==> config.mk <==
export PLATFORM = sky130hd
export DESIGN_NAME = led_breath_ctrl_flat
export DESIGN_NICKNAME = d
export VERILOG_FILES = /design/src/rtl/led_breath_if.sv /design/src/rtl/led_breath_ctrl.sv /design/src/flat_wrapper.sv
export SDC_FILE = /design/constraint.sdc
export NUM_CORES = 1
export LEC_CHECK = 0
export ABC_AREA = 1
export CAP_MARGIN = 5
export CORE_MARGIN = 2
export CORE_UTILIZATION = 60
export DETAILED_ROUTE_END_ITERATION = 10
export GPL_TIMING_DRIVEN = 0
export PLACE_DENSITY = 0.85
export SLEW_MARGIN = 15
export SYNTH_ARGS = -nofsm -noshare
export SYNTH_HDL_FRONTEND = slang
export SYNTH_SLANG_ARGS = --single-unit
==> constraint.sdc <==
create_clock -name clk -period 2.55 [get_ports clk]
set_input_delay 0.3825 -clock clk [delete_from_list [all_inputs] [get_ports clk]]
set_output_delay 0.3825 -clock clk [all_outputs]
set_load 0.02 [all_outputs]
==> src/rtl/led_breath_if.sv <==
// led_breath_if - control/status bundle for the LED dimming controller.
//
// Signals:
//   en          enable; low holds the controller idle
//   mode        00 off, 01 on, 10 breathe, 11 blink
//   phase_inv   per-channel inversion (complementary duty / inverted blink)
//   led         registered LED drive, active high
//   cycle_done  one-clk pulse at the end of each full breathe cycle
//
// master: the side that commands the controller (system logic or bench).
// slave : the controller itself.
interface led_breath_if #(
  parameter int CH = 4
);
  logic          en;
  logic [1:0]    mode;
  logic [CH-1:0] phase_inv;
  logic [CH-1:0] led;
  logic          cycle_done;

  modport master (
    output en,
    output mode,
    output phase_inv,
    input  led,
    input  cycle_done
  );

  modport slave (
    input  en,
    input  mode,
    input  phase_inv,
    output led,
    output cycle_done
  );
endinterface

==> src/rtl/led_breath_ctrl.sv <==
// led_breath_ctrl - multi-channel LED dimming controller.
//
// A tick divider (CLK_DIV clks per tick) drives a PWM counter of STEPS ticks
// per period. Once per period a duty value ramps 0..STEPS..0, which gives a
// breathing effect; the same ramp direction also drives a slow blink.
// The mode input is only taken at period boundaries so a mode change never
// produces a partial PWM pulse.
//
// Ports:
//   clk    system clock
//   rst_n  asynchronous active-low reset
//   bus    led_breath_if.slave: en, mode, phase_inv in; led, cycle_done out
module led_breath_ctrl #(
  parameter int CLK_DIV = 50,
  parameter int STEPS   = 1000,
  parameter int CH      = 4
) (
  input  logic         clk,
  input  logic         rst_n,
  led_breath_if.slave  bus
);

  localparam int DIV_W = (CLK_DIV > 1) ? $clog2(CLK_DIV) : 1;
  localparam int CNT_W = $clog2(STEPS + 1);

  localparam logic [DIV_W-1:0] DIV_LAST = DIV_W'(CLK_DIV - 1);
  localparam logic [CNT_W-1:0] PWM_LAST = CNT_W'(STEPS - 1);
  localparam logic [CNT_W-1:0] DUTY_MAX = CNT_W'(STEPS);
  localparam logic [CNT_W-1:0] DUTY_ONE = CNT_W'(1);

  typedef enum logic [1:0] {
    MODE_OFF     = 2'b00,
    MODE_ON      = 2'b01,
    MODE_BREATHE = 2'b10,
    MODE_BLINK   = 2'b11
  } mode_t;

  typedef enum logic {
    DIR_UP   = 1'b0,
    DIR_DOWN = 1'b1
  } dir_t;

  logic [DIV_W-1:0] div_cnt_reg, div_cnt_next;
  logic [CNT_W-1:0] pwm_cnt_reg, pwm_cnt_next;
  logic [CNT_W-1:0] duty_reg, duty_next;
  mode_t            mode_q_reg, mode_q_next;
  dir_t             dir_reg, dir_next;
  logic [CH-1:0]    led_reg, led_next;
  logic             cycle_done_reg, cycle_done_next;

  logic             tick;
  logic             period_end;
  logic             ramp_active;
  logic [CNT_W-1:0] duty_ch [CH];

  assign tick        = (div_cnt_reg == DIV_LAST);
  assign period_end  = tick && (pwm_cnt_reg == PWM_LAST);
  assign ramp_active = (mode_q_reg == MODE_BREATHE) || (mode_q_reg == MODE_BLINK);

  // Inverted channels run the complementary duty so that pairs cross-fade.
  for (genvar gi = 0; gi < CH; gi++) begin : g_duty
    assign duty_ch[gi] = bus.phase_inv[gi] ? (DUTY_MAX - duty_reg) : duty_reg;
  end

  // State register.
  always_ff @(posedge clk or negedge rst_n) begin
    if (!rst_n) begin
      div_cnt_reg    <= '0;
      pwm_cnt_reg    <= '0;
      duty_reg       <= '0;
      mode_q_reg     <= MODE_OFF;
      dir_reg        <= DIR_UP;
      led_reg        <= '0;
      cycle_done_reg <= 1'b0;
    end else begin
      div_cnt_reg    <= div_cnt_next;
      pwm_cnt_reg    <= pwm_cnt_next;
      duty_reg       <= duty_next;
      mode_q_reg     <= mode_q_next;
      dir_reg        <= dir_next;
      led_reg        <= led_next;
      cycle_done_reg <= cycle_done_next;
    end
  end

  // Next-state logic: counters, mode sampling and duty ramp.
  always_comb begin
    div_cnt_next    = tick ? '0 : div_cnt_reg + 1'b1;
    pwm_cnt_next    = pwm_cnt_reg;
    mode_q_next     = mode_q_reg;
    duty_next       = duty_reg;
    dir_next        = dir_reg;
    cycle_done_next = 1'b0;

    if (tick) begin
      pwm_cnt_next = (pwm_cnt_reg == PWM_LAST) ? '0 : pwm_cnt_reg + 1'b1;
    end

    if (period_end) begin
      mode_q_next = mode_t'(bus.mode);
      // The ramp decision uses the mode of the period just ending; in
      // off/on the ramp position is frozen so breathe resumes where it left.
      if (ramp_active) begin
        if (dir_reg == DIR_UP) begin
          duty_next = duty_reg + 1'b1;
          if (duty_reg == PWM_LAST) begin
            dir_next = DIR_DOWN;
          end
        end else begin
          duty_next = duty_reg - 1'b1;
          if (duty_reg == DUTY_ONE) begin
            dir_next        = DIR_UP;
            cycle_done_next = 1'b1;
          end
        end
      end
    end

    if (!bus.en) begin
      div_cnt_next    = '0;
      pwm_cnt_next    = '0;
      mode_q_next     = MODE_OFF;
      duty_next       = '0;
      dir_next        = DIR_UP;
      cycle_done_next = 1'b0;
    end
  end

  // LED drive, registered one clk after the counter state it reflects.
  always_comb begin
    led_next = '0;
    for (int i = 0; i < CH; i++) begin
      case (mode_q_reg)
        MODE_ON:      led_next[i] = 1'b1;
        MODE_BREATHE: led_next[i] = (pwm_cnt_reg < duty_ch[i]);
        MODE_BLINK:   led_next[i] = (dir_reg == DIR_DOWN) ^ bus.phase_inv[i];
        default:      led_next[i] = 1'b0;
      endcase
    end
    if (!bus.en) begin
      led_next = '0;
    end
  end

  assign bus.led        = led_reg;
  assign bus.cycle_done = cycle_done_reg;

endmodule

==> src/flat_wrapper.sv <==
// flat-port wrapper written by rule: the top's interface ports become plain ports
module led_breath_ctrl_flat 
#(
  parameter int CLK_DIV = 50,
  parameter int STEPS   = 1000,
  parameter int CH      = 4
)
  (clk, rst_n, bus_en, bus_mode, bus_phase_inv, bus_led, bus_cycle_done);
  led_breath_if #(.CH(CH)) bus_i ();
  input  logic clk;
  input  logic rst_n;
  input wire logic [$bits(bus_i.en)-1:0] bus_en;
  input wire logic [$bits(bus_i.mode)-1:0] bus_mode;
  input wire logic [$bits(bus_i.phase_inv)-1:0] bus_phase_inv;
  output wire logic [$bits(bus_i.led)-1:0] bus_led;
  output wire logic [$bits(bus_i.cycle_done)-1:0] bus_cycle_done;
  assign bus_i.en = bus_en;
  assign bus_i.mode = bus_mode;
  assign bus_i.phase_inv = bus_phase_inv;
  assign bus_led = bus_i.led;
  assign bus_cycle_done = bus_i.cycle_done;
  led_breath_ctrl #(.CLK_DIV(CLK_DIV), .STEPS(STEPS), .CH(CH)) u_core (.clk(clk), .rst_n(rst_n), .bus(bus_i));
endmodule
Word-level counts from Yosys, hierarchy flattened

Cells that the tools add are included.

Bits of input ports: 9
RAM bits: 0
Memories: 0
Latch bits: 0
Output and inout bits: 5
Register bits after elaboration: 34
ROM bits: 0

Multiply operators: 0
Reduce and logical (&&, ||, !) cells: 3
Bitwise logic cells: 4
Mux-type cells: 31
Div/mod/pow operators: 0
$lt $le $gt $ge: 4
Eq/ne operators: 10
Add/subtract/negate cells: 5
Shift-type cells: 0

Operators with widths:

| cell                                                | count |
|---|---|
| two-way mux 10 bit                                  | 11 |
| < comparator 10 bit                                 | 4 |
| adder 10 x 1 -> 10 bit (second input constant)      | 2 |
| == test 10 bit (second input constant)              | 2 |
| two-way mux 6 bit                                   | 2 |
| one-hot mux 1 bit (3 select lines)                  | 4 |
| two-way mux 1 bit                                   | 11 |
| == test 10 x 1 -> 1 bit (second input constant)     | 1 |
| subtractor 10 x 1 -> 10 bit (second input constant) | 1 |
| subtractor 10 bit (first input constant)            | 1 |
| adder 6 x 1 -> 6 bit (second input constant)        | 1 |
| == test 6 bit (second input constant)               | 1 |
| != test 2 x 1 -> 1 bit (second input constant)      | 3 |
| == test 2 bit (second input constant)               | 2 |
| two-way mux 2 bit                                   | 2 |
| two-way mux 4 bit                                   | 1 |
| bitwise XOR 1 bit                                   | 4 |
| == test 2 x 1 -> 1 bit (second input constant)      | 1 |
| AND reduction 2 bit                                 | 1 |
| logical AND 1 bit                                   | 1 |
| logical OR 1 bit                                    | 1 |

Longest topological paths before layout

Gate-level depths: netlist (run 1).

Depth in word-level cells: 6
Mapped depth: 15

Worst setup path after synthesis (run 1)

No wires, ideal clock.

Path kind: register -> register
From: register u_core.duty_reg[0]
To: register u_core.led_reg[1], in the netlist u_core.bus.led[1]
Slack: 315 ps
Data required time: 2473 ps
Stages on the path, launching flop included: 15
Period minus slack after synthesis: 2235 ps
Path buffers: 0
Arrival: 2158 ps
Setup time: 77 ps
Cell sequence: dfrtp_1 > inv_2 > ha_1 > inv_1 > nor2_1 > o21ai_1 > nand2_1 > xor2_1 > o21ai_0 > ha_1 > nand2_1 > nor2_1 > nor3b_1 > nand3_1 > a21oi_1

Longest elaborated chain between the ends: 5

Ends and longest elaborated chain:

| item                                 | RTL line               | source |
|---|---|---|
| start, declared                      | led_breath_ctrl.sv:45  | `logic [CNT_W-1:0] duty_reg, duty_next;` |
| start signal, assigned               | led_breath_ctrl.sv:78  | `duty_reg <= duty_next;` |
| subtractor 10 bit                    | led_breath_ctrl.sv:62  | `assign duty_ch[gi] = bus.phase_inv[gi] ? (DUTY_MAX - duty_reg) : duty_reg;` |
| two-way mux 10 bit *                 | led_breath_ctrl.sv:62  |  |
| < comparator 10 bit *                | led_breath_ctrl.sv:135 | `MODE_BREATHE: led_next[i] = (pwm_cnt_reg < duty_ch[i]);` |
| one-hot mux 1 bit (3 select lines) * | led_breath_ctrl.sv:133 | `case (mode_q_reg)` |
| two-way mux 4 bit *                  | led_breath_ctrl.sv:140 | `if (!bus.en) begin` |
| net u_core.led_next[1]               | led_breath_ctrl.sv:48  | `logic [CH-1:0] led_reg, led_next;` |
| end signal, assigned                 | led_breath_ctrl.sv:81  | `led_reg <= led_next;` |
| end, declared                        | led_breath_ctrl.sv:48  |  |

Mark *: on every way through the listed nets, which the timed path passes. The rest lies on a longest branch.
A chain may end at the register's enable or synchronous reset.

Worst setup path in the final report (run 1)

Ends and elaborated chain as after synthesis.

==> results of run 1 <==
[metrics by stage]
| stage | instance area [µm²] | worst slack [ns] | setup TNS, ns | total power, mW | std cells |
|---|---|---|---|---|---|
| detailed placement | 3590 | -0.489 | -1.68 | 0.752 | 584 |
| CTS | 3750 | 0.0105 | 0 | 1.19 | 595 |
| finish | 3920 | 0.0194 | 0 | 1.20 | 601 |
| floorplan | 3370 | 0.315 | 0 | 0.681 | 499 |
| global placement | 3590 | -0.353 | -1.19 | 0.743 | 584 |
| global route | 3920 | -0.0285 | -0.0324 | 1.24 | 601 |
[critical path: cells and delay by family, from the launching register on]
kind | cells | cell delay [ns]
XOR/XNOR | 1 | 0.20
flip-flops | 1 | 0.40
AO/OA/AOI/OAI | 3 | 0.47
AND/OR/NAND/NOR | 6 | 0.73
buffers and inverters | 2 | 0.16
adder cells (fa/ha/maj) | 2 | 0.50
[final cells by class]
| cell class | count | area [µm²] | share of cell area (%) |
|---|---|---|---|
| multi-input cells | 405 | 2420 | 61.6 |
| clock buffers | 6 | 82.6 | 2.10 |
| inverters | 43 | 175 | 4.46 |
| clock inverters | 2 | 12.5 | 0.319 |
| flip-flops and latches | 34 | 853 | 21.7 |
| well taps | 72 | 90.1 | 2.30 |
| repair buffers | 22 | 193 | 4.91 |
| plain buffers | 17 | 100 | 2.55 |
[power by group]
group / internal (mW) / switching, mW / total (mW)
clock network: 0.218 / 0.230 / 0.447
registers: 0.552 / 0.0100 / 0.562
logic: 0.0695 / 0.119 / 0.189
total: 0.839 / 0.359 / 1.20
[Yosys cell counts]
library cell  count  area [µm²]
nand2_2           6        37.5
clkinv_1          1        3.75
nand2_1         136         510
xor2_2            2        32.5
nor4_2            1        12.5
nor2_4            1        11.3
o211ai_1          4        30.0
a21oi_1          32         160
a211oi_1          1        7.51
xnor2_1           1        8.76
o21ai_1          11        55.1
nor2_2            3        18.8
clkbuf_4          1        7.51
nand3_1          24         120
nor3_2            1        10.0
buf_2             4        20.0
inv_2             6        22.5
nor2_1           54         203
clkbuf_1          6        22.5
dfrtp_1          34         851
nand3_2           1        10.0
ha_1             42         526
nor3b_1           5        37.5
buf_4             5        37.5
o22ai_1           3        18.8
nand3b_1          1        7.51
nand3_4           1        17.5
o21ai_0          50         250
buf_6             1        11.3
xor2_1            8        70.1
nand4_1          13        81.3
o21a_1            1        7.51
a22oi_1           1        7.51
nor3_1            2        10.0
inv_1            36         135
[per-layer routing]
layer	track usage [%]	up-vias	part of all wire, %
met5	0	-	0
met4	9.14	0	1.0
met3	4.09	12	8.2
met2	47.6	151	47
met1	42.0	1613	44
li1	-	1724	-
[repair_timing]
action	4_1_cts	5_1_grt
pin swaps	0	11
setup endpoints to repair	4	4
setup buffers	3	6
gates cloned	0	0
resized for setup	13	32
[cells in the final DEF, fill, tap and decap left out, types with 4 or more instances in the layout]
cell and n:
nor2_2 8, dfrtp_1 32, o211ai_1 4, o21ai_1 11, inv_1 33, ha_1 41
buf_2 5, nand4_1 13, clkdlybuf4s50_1 12, nand2_2 9, nor2_1 46, clkbuf_1 5
a21oi_1 29, buf_4 14, nand3_1 24, xor2_4 4, inv_2 5, nor2_4 4
o21ai_0 48, clkbuf_8 6, xor2_1 6, nand2_1 133
[cell families after synthesis]
family / count (synthesis) / synth area share [%]
adder cells (fa/ha/maj): 42 / 15.6
buffers and inverters: 60 / 7.72
XOR/XNOR: 11 / 3.30
AO/OA/AOI/OAI: 103 / 15.9
flip-flops: 34 / 25.2
AND/OR/NAND/NOR: 249 / 32.2
[how the worst max path moves through the flow]
stage	endpoint	slack (ns)	depth (start not counted)
after floorplan	u_core.bus.led[1]	0.31	14
after global placement	u_core.bus.led[1]	-0.35	14
after global routing	u_core.bus.led[1]	-0.03	14
final	u_core.bus.led[1]	0.02	14
after CTS	u_core.bus.led[1]	0.01	14
after detailed placement	u_core.bus.led[1]	-0.49	14
==> metrics.txt, run 1 <==
status completed; WP data required ~2.8 ns; die outline width around 79 µm; Cells after Synth about 500; Layout Nets just under 600; syn avg cell area approximately 6.8 µm²; htree depth 2; largest net degree at the start of global routing 35; Reg2Reg Setup Slack ~0.02 ns; root buf cell clkbuf_8; port bufs 13; Tmin final 2.53 ns; Max-slew headroom between 40% and 50%; CTS tree done; hold_buf cts 0; GPL Wtd Cong 0.966; Startpoint Class flip-flop; Max-Cap Viols 0; fmax slightly below 400 MHz; Max clock buf depth 2; Min Hold Slack 0.153 ns; Initial Util 61.6%; Layout area overhead 16.4%; worst min-delay path class input pin to asynchronous set/reset pin; post-synthesis cell area roughly 0.0034 mm²; P_leak between 1.5 and 2 nW; Final HPWL DP roughly 6900 µm; DR vias between 3k and 4k; RSZ-0062 raised after global routing true; Setup crit end kind flip-flop; num rows 27; Post-Syn Nets between 500 and 600; utilization after layout 71.7%; Power Density between 300 and 400 mW/mm²; Routed wire per std cell 15.3 µm; total track usage ~30%; CP max FO 7; drt drc 0; total wire length approximately 9200 µm; CTS buffer count 5; Clock Skew approximately 0.012 ns; Ant. Diodes 0; period utilization 99.2%; Clock Sinks 34; initial drt markers 310; GR Overflow Total 0; Max Slew Vio Count 0; antenna violations before repair 0; sequential area share after synthesis between 20% and 30%; Max rail drop VDD 0.000239 V; number of distinct library cells after synthesis 35; ratio of cells with drive above 1 in the final layout 14.9%; Tightest Pin Transition just under 0.8 ns; synthesized flop and latch total 34; Crit Reg-Reg Endpoint u_core.bus.led[1]; Reg2Reg Depth 14; Critical-path top delay cell dfrtp_2; Final setup violation count 0; TritonRoute pass-1 iters 6; Cell Chain, Critical Path clkinv_4, ha_4, inv_4, nor2_4, o21ai_4, nand2_2, xor2_4, o21ai_2, ha_1, nand2_2, nor2_2, nor3b_2, nand3_1, a21oi_2; Worst-path clk slew approximately 0.09 ns; Crit Path Class flip-flop to flip-flop; Most common cell on crit path nand2_2; antenna-violating nets left 0; # IOs 14; slowest stage delay, CP 0.40 ns; Hold Violations, Final 0; die area approximately 0.0062 mm²; first-pass GRT wire length between 10000 and 15000 µm; Placeable Area around 0.0055 mm²; CP Launch Point u_core.duty_reg[0]; Worst EP arrival 2.76 ns; Ys Warns 0; post-DR vias/cell 5.82; Fill cells roughly 500; worst skew pair latency approximately 0.30 ns; vias in the first global route 3087; worst r2r src u_core.duty_reg[0]; Die H between 70 and 80 µm
(Power assumes the default switching activity.)
==> run 2, diff against run 1 <==
Settings changed: ABC_AREA 1 to 0.
==> run 2 against run 1 <==
- largest power group unchanged
- highest routed layer unchanged
- sequential cell count did not move
- die area is 4.3% lower
- synthesized cell count down 23%
- critical path type unchanged
- first-iteration DRC count increased by 3.9%
- the run now ends with negative setup slack left
- power shrank 13%
- sequential share of layout area rose by 1.4 points
- final area decreased by 6.0%
- utilization hardly changed
- via count down 15%
==> metrics.txt, run 2 <==
status finished with violations; failing checks negative setup slack; die area 0.00597 mm² (-4.3%); top sig layer met4; root buf cell clkbuf_8; ratio of cells with drive above 1 in the final layout 13.4% (-1.6 points); prevailing post-synth register cell dfrtp_1; drt drc 0 (unchanged); P_leak 1.74 nW (-13%); Fill cells 388 (-21%); Max-Cap Viols 0 (unchanged); Worst EP arrival 2.77 ns (about the same); num rows 26 (-3.7%); total track usage 29.1% (-0.74 points); CTS buffer count 5 (unchanged); post-synth top area cell dfrtp_1; Placeable Area 0.00514 mm² (-6.1%); Tightest Pin Transition 0.768 ns (-0.0127 ns); Comb power frac 10.4% (-5.3 points); number of distinct library cells after synthesis 53 (+51%); setup TNS -0.0826 ns (-0.0826 ns); worst setup margin -0.0479 ns (-0.0673 ns); most frequent cells in the layout 50 x nand2_1, 41 x ha_1, 35 x xor2_1; Startpoint Class flip-flop; # IOs 14 (unchanged); Post-synth top cells 51 x nand2_1, 42 x ha_1, 35 x xor2_1; antenna violations before repair 0 (unchanged); synthesized flop and latch total 34 (unchanged); first-pass GRT wire length 13600 µm (-6.4%); dpl cell area 0.00338 mm² (-5.7%); post-synthesis cell area 0.00322 mm² (-4.5%); Crit Path Class flip-flop to flip-flop; Layout Nets 462 (-20%); async set or reset register ratio after synthesis 100% (unchanged); period utilization 102% (+2.6 points); Ys Warns 0 (unchanged); Final HPWL DP 5640 µm (-18%); antenna-violating nets left 0 (unchanged); Cells after Synth 382 (-23%); total wire length 8580 µm (-6.7%); EDFF count, synth 0 (unchanged); commonest non-fill, non-tap cell in the layout nand2_1; Clock Skew 0.0100 ns (-0.00208 ns); met1 WL 3500 µm (-14%); DR vias 2988 (-15%); vias in the first global route 2822 (-8.6%); Max Slew Vio Count 0 (unchanged); Max rail drop VDD 0.000305 V (+28%); Initial Util 62.7% (+1.0 points); switching pwr 0.281 mW (-22%); GR Overflow Total 0 (unchanged); fmax 385 MHz (-2.6%); Power Density 284 mW/mm² (-7.0%); WP data required 2.72 ns (-0.06 ns); worst skew pair latency 0.30 ns (about the same); Synth top area share 26.4% (+1.2 points); Tmin final 2.60 ns (+0.0673 ns); WL met2 4030 µm (-6.0%); DR WL met3 649 µm (-14%); TritonRoute pass-1 iters 5 (-1); clock network power share 37.4% (about the same); Crit Reg-Reg Endpoint u_core.bus.led[3]; most numerous cell in the Yosys netlist nand2_1; Ant. Diodes 0 (unchanged); Hold Violations, Final 0 (unchanged); main area contributors after synthesis dfrtp_1 26%, ha_1 16%, xor2_1 9.5%; RSZ-0062 raised after global routing true; CP max FO 4 (-3); Routed wire per std cell 17.8 µm (+17%); final instance area 0.00369 mm² (-6.0%); Layout area overhead 14.5%; die outline width 77.3 µm (-2.2%); sequential share of power 52.2% (+5.3 points); Worst-path clk slew 0.08 ns (about the same); Internal 0.766 mW (-8.7%); Die H 77.3 µm (-2.2%); Net Sw Frac 26.8% (-3.1 points); htree depth 2 (unchanged); Reg2Reg Depth 13 (-1); worst min-delay path class input pin to asynchronous set/reset pin; utilization after layout 71.7% (about the same); CTS tree done; sequential area share after synthesis 26.4% (+1.2 points); syn avg cell area 8.43 µm² (+25%); Reg2Reg Setup Slack -0.05 ns (-0.07 ns); Max-slew headroom 48.8% (+0.84 points); initial drt markers 322 (+3.9%); port bufs 8 (-5); flip-flop and latch area 852 µm² (-0.15%); Max clock buf depth 2 (unchanged); Final setup violation count 2 (+2); footprint of the multi-input gates 0.00235 mm² (-2.6%); post-DR vias/cell 6.21 (+6.7%); Post-Syn Nets 433 (-21%); final total power 1.05 mW (-13%); GPL Wtd Cong 0.949 (-1.8%); worst r2r src u_core.duty_reg[1]; Clock Sinks 34 (unchanged); largest net degree at the start of global routing 35 (unchanged); Setup crit end kind flip-flop
run 2: layout make-up:
class	instances	share of cell area [%]
flip-flops and latches	34	23.1
multi-input cells	320	63.9
clock buffers	5	1.87
plain buffers	17	2.21
well taps	70	2.38
inverters	9	0.916
clock inverters	2	0.271
repair buffers	24	5.40
run 2: logic make-up (layout without fill, tap and decap cells):
logic type	count (synthesis)	in the layout	synth area share (%)
compound gates	62	62	11.9
fa+ha+maj	42	42	16.3
mux	6	6	1.86
simple gates	156	156	25.2
xor+xnor	54	54	14.7
buf+inv	28	57	3.61
flops	34	34	26.4
run 2: repair_timing:
action,CTS,global route
pin swaps,9,9
gates resized for setup,18,11
setup endpoints to repair,4,4
buffers inserted,9,7
hold buffers,0,0
run 2: per-stage QoR:
stage | hold WS, ns | std cells | setup slack (ns)
global placement | 0.480 | 460 | -0.320
detailed placement | 0.488 | 460 | -0.488
global route | 0.224 | 481 | -0.144
finish | 0.158 | 481 | -0.0479
floorplan | 0.0869 | 382 | 0.0308
CTS | 0.187 | 475 | 0.0129
run 2: power by group through the flow:
| stage | registers [mW] | logic [mW] | clock network, mW |
|---|---|---|---|
| 2_1_floorplan | 0.556 | 0.0693 | 0 |
| 3_3_place_gp | 0.557 | 0.101 | 0 |
| 3_5_place_dp | 0.557 | 0.104 | 0 |
| 4_1_cts | 0.546 | 0.106 | 0.398 |
| 5_1_grt | 0.547 | 0.123 | 0.420 |
| 6_report | 0.547 | 0.109 | 0.391 |
run 2: how the worst max path moves through the flow:
stage                  startpoint                end  slack, ns
2_1_floorplan  u_core.duty_reg[1]  u_core.bus.led[3]       0.03
3_3_place_gp   u_core.duty_reg[1]  u_core.bus.led[0]      -0.32
3_5_place_dp   u_core.duty_reg[1]  u_core.bus.led[0]      -0.49
4_1_cts        u_core.duty_reg[1]  u_core.bus.led[2]       0.01
5_1_grt        u_core.duty_reg[1]  u_core.bus.led[3]      -0.14
6_report       u_core.duty_reg[1]  u_core.bus.led[3]      -0.05
run 2: routing by layer:
| metal | GRT usage, % | vias up |
|---|---|---|
| li1 | - | 1379 |
| met1 | 36.7 | 1396 |
| met2 | 48.0 | 169 |
| met3 | 5.65 | 44 |
| met4 | 13.2 | 0 |
| met5 | 0 | - |
run 2: worst max-delay path: stages (launching register included):
cell and delay, ns:
dfrtp_1 0.40, buf_6 0.14, or3_4 0.35, a21oi_4 0.14
buf_4 0.13, buf_6 0.10, or2_4 0.14, nand2_1 0.07
xor2_1 0.17, ha_1 0.32, nand4_1 0.10, nor2_2 0.14
o31ai_2 0.09, and3_1 0.19
